[config.mk]
export PLATFORM = sky130hd
export DESIGN_NAME = uart_tx_ctrl
export DESIGN_NICKNAME = d
export VERILOG_FILES = /design/src/rtl/uart_tx_pkg.sv /design/src/rtl/uart_parity_calc.sv /design/src/rtl/uart_tx_ctrl.sv
export SDC_FILE = /design/constraint.sdc
export NUM_CORES = 1
export LEC_CHECK = 0
export ABC_CLOCK_PERIOD_IN_PS = 1800
export BUFFER_PORTS_ARGS = -buffer_cell sky130_fd_sc_hd__buf_2
export CORE_MARGIN = 5
export CORE_UTILIZATION = 50
export CTS_BUF_LIST = sky130_fd_sc_hd__clkbuf_4
export DETAILED_ROUTE_END_ITERATION = 12
export HOLD_SLACK_MARGIN = 0.06
export PLACE_DENSITY = 0.76
export RECOVER_POWER = 50
export SETUP_SLACK_MARGIN = 0.1
export SLEW_MARGIN = 30
export SYNTH_ARGS = -nofsm -noshare
export SYNTH_HDL_FRONTEND = slang
export SYNTH_SLANG_ARGS = --single-unit
[constraint.sdc]
create_clock -name CLK -period 1.8 [get_ports CLK]
set_input_delay 0.09 -clock CLK [delete_from_list [all_inputs] [get_ports CLK]]
set_output_delay 0.09 -clock CLK [all_outputs]
set_load 0.1 [all_outputs]
[src/rtl/uart_tx_pkg.sv]
// Shared constants for the UART transmit path.
//   - FSM state encodings for uart_tx_ctrl (also visible on its state_dbg port)
//   - Mux select codes decoded by the TX output mux
//   - Parity type codes for PAR_TYP
package uart_tx_pkg;

  localparam logic [2:0] ST_IDLE   = 3'd0;
  localparam logic [2:0] ST_START  = 3'd1;
  localparam logic [2:0] ST_DATA   = 3'd2;
  localparam logic [2:0] ST_PARITY = 3'd3;
  localparam logic [2:0] ST_STOP   = 3'd4;

  localparam logic [1:0] SEL_START = 2'b00;
  localparam logic [1:0] SEL_STOP  = 2'b01;
  localparam logic [1:0] SEL_DATA  = 2'b10;
  localparam logic [1:0] SEL_PAR   = 2'b11;

  localparam logic PAR_EVEN = 1'b0;
  localparam logic PAR_ODD  = 1'b1;

endpackage

[src/rtl/uart_parity_calc.sv]
// Combinational parity generator.
//   data    in  DATA_WIDTH  word to protect
//   par_typ in  1           PAR_EVEN / PAR_ODD
//   parity  out 1           XOR-reduce of data, inverted for odd parity
module uart_parity_calc
  import uart_tx_pkg::*;
#(
  parameter int DATA_WIDTH = 8
) (
  input  logic [DATA_WIDTH-1:0] data,
  input  logic                  par_typ,
  output logic                  parity
);

  assign parity = (^data) ^ (par_typ == PAR_ODD);

endmodule

[src/rtl/uart_tx_ctrl.sv]
// UART transmit sequencer. Serializes a parallel word LSB first by steering
// the select / serial-data / parity inputs of the registered TX output mux.
// One CLK cycle is one bit period.
//   CLK        in  1           bit-rate clock
//   RST        in  1           asynchronous active-low reset
//   P_Data     in  DATA_WIDTH  word to send
//   Data_Valid in  1           send request, only looked at while idle
//   PAR_EN     in  1           append parity bit to this frame
//   PAR_TYP    in  1           PAR_EVEN / PAR_ODD
//   Mux_Sel    out 2           SEL_START / SEL_STOP / SEL_DATA / SEL_PAR
//   Ser_Data   out 1           current data bit (LSB of shift register)
//   Parity     out 1           parity of the frame being sent
//   Busy       out 1           frame in progress
//   state_dbg  out 3           current FSM state (ST_* encoding)
//
// Handshake: a request is accepted on any rising edge where Data_Valid=1 and
// Busy=0; there is no ready/back-pressure, requests seen while Busy=1 are
// dropped, and P_Data/PAR_EN/PAR_TYP are only captured on the accepting edge.
module uart_tx_ctrl
  import uart_tx_pkg::*;
#(
  parameter int DATA_WIDTH = 8
) (
  input  logic                  CLK,
  input  logic                  RST,
  input  logic [DATA_WIDTH-1:0] P_Data,
  input  logic                  Data_Valid,
  input  logic                  PAR_EN,
  input  logic                  PAR_TYP,
  output logic [1:0]            Mux_Sel,
  output logic                  Ser_Data,
  output logic                  Parity,
  output logic                  Busy,
  output logic [2:0]            state_dbg
);

  localparam int CNT_W = $clog2(DATA_WIDTH);
  localparam logic [CNT_W-1:0] CNT_LAST = CNT_W'(DATA_WIDTH - 1);

  logic [2:0]            state;
  logic [CNT_W-1:0]      bit_cnt;
  logic [DATA_WIDTH-1:0] shift_reg;
  logic                  par_en_q;
  logic                  parity_next;

  // Parity type only matters at accept time: the bit is computed from the
  // incoming word and frozen, so PAR_TYP itself never needs to be stored.
  uart_parity_calc #(
    .DATA_WIDTH (DATA_WIDTH)
  ) u_parity (
    .data    (P_Data),
    .par_typ (PAR_TYP),
    .parity  (parity_next)
  );

  always_ff @(posedge CLK or negedge RST) begin
    if (!RST) begin
      state     <= ST_IDLE;
      bit_cnt   <= '0;
      shift_reg <= '0;
      par_en_q  <= 1'b0;
      Parity    <= 1'b0;
    end else begin
      case (state)
        ST_IDLE: begin
          if (Data_Valid) begin
            shift_reg <= P_Data;
            par_en_q  <= PAR_EN;
            Parity    <= parity_next;
            state     <= ST_START;
          end
        end
        ST_START: begin
          bit_cnt <= '0;
          state   <= ST_DATA;
        end
        ST_DATA: begin
          shift_reg <= shift_reg >> 1;
          // Counter stops at the terminal value instead of wrapping; it is
          // cleared again in START before the next frame.
          if (bit_cnt == CNT_LAST) begin
            state <= par_en_q ? ST_PARITY : ST_STOP;
          end else begin
            bit_cnt <= bit_cnt + CNT_W'(1);
          end
        end
        ST_PARITY: state <= ST_STOP;
        ST_STOP:   state <= ST_IDLE;
        default:   state <= ST_IDLE;
      endcase
    end
  end

  // Moore outputs decoded from the state register only, so Data_Valid never
  // reaches Busy or Mux_Sel combinationally.
  always_comb begin
    Mux_Sel = SEL_STOP;
    case (state)
      ST_START:  Mux_Sel = SEL_START;
      ST_DATA:   Mux_Sel = SEL_DATA;
      ST_PARITY: Mux_Sel = SEL_PAR;
      default:   Mux_Sel = SEL_STOP;
    endcase
  end

  assign Busy      = (state != ST_IDLE);
  assign Ser_Data  = shift_reg[0];
  assign state_dbg = state;

endmodule

# Word-level counts from Yosys, hierarchy flattened
# Cells that the tools add are included.
# classes
bitwise	1
addsub	1
muxes	9
eq_ne	7
n_reduce_logical	9
# op_table
cell	count
8-bit case mux with 2 select lines	1
3-bit 2-to-1 mux	4
3-bit case mux with 4 select lines	1
8-bit 2-to-1 mux	1
2-bit AND reduction	4
8-bit parity	1
3-bit by 2-bit equality test with 1-bit output (second input constant)	2
2-bit inequality test (second input constant)	3
2-bit case mux with 3 select lines	1
3-bit case mux with 2 select lines	1
2-bit nonzero test	2
3-bit by 1-bit adder with 3-bit output (second input constant)	1
3-bit by 1-bit equality test with 1-bit output (second input constant)	1
3-bit equality test (second input constant)	1
3-bit logical NOT	1
3-bit nonzero test	1
1-bit XOR	1
# word_totals
out_inout_bits	8
wordCells	32
ff_bits	16

# Depth between registers and ports, before layout
# depth
depth_word	3
ltp_mapped	5
ltp_nobuf	5

# Cells and area by module
# From an unflattened synthesis, not the netlist that was laid out.
# unflattened
cells_unflattened	87
hier_area_um2	945.9
# modules_own_cells
module	cells_per_inst	area_each_um2	n_inst
uart_tx_ctrl	80	863.3	1
uart_parity_calc	7	82.6	1

# Worst setup path before layout
# OpenSTA, ideal clock, no wires.
# synth_path
path_type	flip-flop to flip-flop
start	register state[1], in the netlist state_dbg[1]
end	register state[2], in the netlist state_dbg[2]
n_path_buf	1
path_stages_with_launch	4
path_slack_ns	-1.166
t_arrival_ns	2.888
cell_sequence	dfrtp_1 > buf_2 > nor2b_1 > nor2b_1
# synth_between
elab_chain_len	3
# synth_lines
item	line	source
from (decl)	uart_tx_ctrl.sv:40	logic [2:0] state;
from (signal assigned)	uart_tx_ctrl.sv:82	state <= par_en_q ? ST_PARITY : ST_STOP;
3-bit by 2-bit equality test with 1-bit output / 3-bit logical NOT (equally long branches)	uart_tx_ctrl.sv:64	case (state)
2-bit inequality test (no line)	n/a	
2-bit AND reduction (no line)	n/a	
# Several ways; a longest one is shown, not always the timed one.
# A chain may end at the register's enable or synchronous reset.

# Worst setup path in the final report
# layout_path
start	register state[0], in the netlist state_dbg[0]
end	output port Mux_Sel[0]
# layout_between
elab_chain_len	2
# layout_lines
item	line	source
3-bit by 2-bit equality test with 1-bit output / 3-bit by 1-bit equality test with 1-bit output (equally long branches)	uart_tx_ctrl.sv:98	case (state)
2-bit case mux with 3 select lines (*)	uart_tx_ctrl.sv:98	
to (decl)	uart_tx_ctrl.sv:30	output logic [1:0] Mux_Sel,
# Mark *: on every way between the ends. The rest lies on a longest branch, timed or not.

==> impl_metrics.csv <==
group,metric,value,unit
critical_path,critPathLaunchType,"flip-flop",
critical_path,critPathMaxFanout,12,
placement,routabilityCongestion,0.769,
cts,clock_path_buffers,2,
synth,synth_area,821,µm²
cells_and_area,largest_reg_flops,8,
cts,tritoncts,"yes",
placement,io_buffers,20,
detailed_routing,vias_per_cell,5.52,
grt,antenna_found_initial,0,
job,max-cap-violations,0,
sta,slew_headroom,0.462,
cts,cts_setup_buffers,0,
sta,max_freq,647,MHz
synth,synth_most_common_cell,"dfrtp_1",
synth,synth_commonest_cells,"dfrtp_1, inv_1, a21oi_1, o22ai_1, a22o_1",
critical_path,crit_type,"flip-flop to output pin",
floorplanning,die_height,50.5,µm
detailed_routing,drt_wl_total,1640,µm
cells_and_area,final_layout_size_suffix_gt1_frac,0.292,
synth,synthesis.nets,96,
synth,synth_edf_count,0,
synth,ys_top_cells_by_area,"dfrtp_1, a22o_1, o22ai_1",
critical_path,slowest_stage,"dfrtp_2",
floorplanning,core_area,0.00152,mm²
detailed_routing,drt_pass1_iterations,4,
synth,synth_ff_type,"dfrtp_1",
floorplanning,io_pins,21,
synth,synth_top_area_cell,"dfrtp_1",
sta,slew_violations,0,
status,status,"finished, final reports clean",
sta,setup_viol,0,
critical_path,cp-startpoint,"state_dbg[0]",
cts,cts_root_buf,"clkbuf_4",
cells_and_area,n_fill_cell,125,
synth,synth_cell_types,21,
detailed_routing,wl_per_cell,13.5,µm
cts,insertion_delay,280,ps
floorplanning,rows,14,
sta,finalCritPeriodShare,0.859,
critical_path,worst-path-buf-inv,1,
floorplanning,start_util,0.539,
critical_path,arrival,1460,ps
sta,tightest_slew,807,ps
synth,synth-seq-cells,16,
cts,htree_levels,1,
floorplanning,die_w,50.5,µm
grt,grt_pass1_vias,662,
synth,avgSynthCellArea,10.1,µm²
placement,dp_hpwl,1200,µm
cts,cts_buffers,3,
detailed_routing,drc,0,
cells_and_area,areaGrowthSynthToFinish,23.5,%
placement,post_dp_cell_area,940,µm²
synth,yosysTopAreaCellShare,0.488,
cts,cts_sinks,16,
grt,overflow,0,
grt,grt_pass1_wl,2820,µm
detailed_routing,drtIter0Drc,12,
synth,syn_inst,81,
critical_path,endpoint_kind,"output pin",
critical_path,critPathMaxStageDelay,490,ps
sta,hold_viol_final,0,
cells_and_area,fin_area,0.00101,mm²
critical_path,critPathTopFamily,"flip-flops",
cells_and_area,diodes,0,
synth,async_flop_share,1.00,
sta,final.min_clock_period,1550,ps
sta,final.setup.tns,0,ps
floorplanning,die-area,0.00255,mm²
sta,rsz0062_at_grt,"no",
grt,grt_usage,0.143,
critical_path,crit_chain,"xor2_1, nand2b_2, buf_2",
sta,fin_skew,1.85,ps
worst_hold_path,min_path_type,"input pin to flip-flop",
worst_hold_path,min_from,"P_Data[0]",
synth,synth_warnings,0,
grt,grt_max_degree,17,
detailed_routing,via_count,674,
synth,yosysSeqAreaShare,0.488,
detailed_routing,ant_nets,0,
critical_path,crit_required,1710,ps
critical_path,crit-reg2reg-launch,"state_dbg[0]",
cells_and_area,final_nets,122,
cts,path_clk_slew,90,ps
worst reg2reg max path: stages (launching register included):
cell	delay [ps]
dfrtp_2	490
nor3_2	280
nand3_1	100
dlygate4sd3_1	560
nand2_1	60
cell type report:
| cell class | count | area, µm² | area share |
|---|---|---|---|
| timing repair buffer | 24 | 139 | 0.137 |
| inverter | 9 | 33.8 | 0.0333 |
| tap | 16 | 20.0 | 0.0198 |
| sequential | 16 | 404 | 0.399 |
| clock buffer | 4 | 30.0 | 0.0296 |
| multi-input combinational | 53 | 387 | 0.381 |
cells in the final DEF, fill, tap and decap left out, types with 2 or more instances in the layout:
cell type      instances
dfrtp_2                3
clkbuf_2               2
nand2_1                4
dfrtp_1               13
xnor2_1                4
dlygate4sd3_1          4
inv_1                  9
a22o_1                 5
mux2_2                 2
nor3_1                 2
nor2_1                 2
o22ai_1                7
buf_2                 17
o21ai_1                2
xor2_1                 3
nand3_1                2
nor2b_1                3
a21oi_1                8
clkbuf_4               4
ha_1                   2
logic make-up after synthesis:
logic type / after synthesis / share of synthesized area
compound gates: 24 / 0.184
simple gates: 16 / 0.0960
flops: 16 / 0.488
buf+inv: 12 / 0.0594
xor+xnor: 8 / 0.102
mux: 3 / 0.0396
fa+ha+maj: 2 / 0.0305
final timing paths:
check / endpoint / slack (ps) / cells after the start
worst min-delay path: shift_reg[0] / 110 / 3
worst max register to register: shift_reg[7] / 260 / 4
worst max-delay path: Mux_Sel[0] / 250 / 3
min in group asynchronous: shift_reg[3] / 400 / 2
max in group asynchronous: state_dbg[1] / 850 / 2
worst min register to register: Parity / 500 / 2
metal layers:
metal  global-route usage  part of all wire  vias up
li1                     -                 -      330
met3               0.0533             0.060        2
met4               0.0383            0.0061        0
met2                0.238              0.52       15
met1                0.172              0.42      327
met5                    0                 0        -
through the flow:
step,instances,setup slack (ps),hold slack (ps),utilization
after floorplan,81,9.42,-206,-
after global placement,114,289,12.2,0.617
after detailed placement,114,204,13.5,0.617
after CTS,122,179,108,0.663
after global routing,122,117,101,0.665
final,122,255,112,0.665
what timing repair did:
action | 4_1_cts | 5_1_grt
endpoints found under the hold margin | 18 | 0
endpoints found under the setup margin | 0 | 10
hold buffers | 4 | 0
resized for setup | 0 | 1
Power is not shown: default switching activity piles up to over one toggle a cycle in this logic, so the estimate is an artifact.
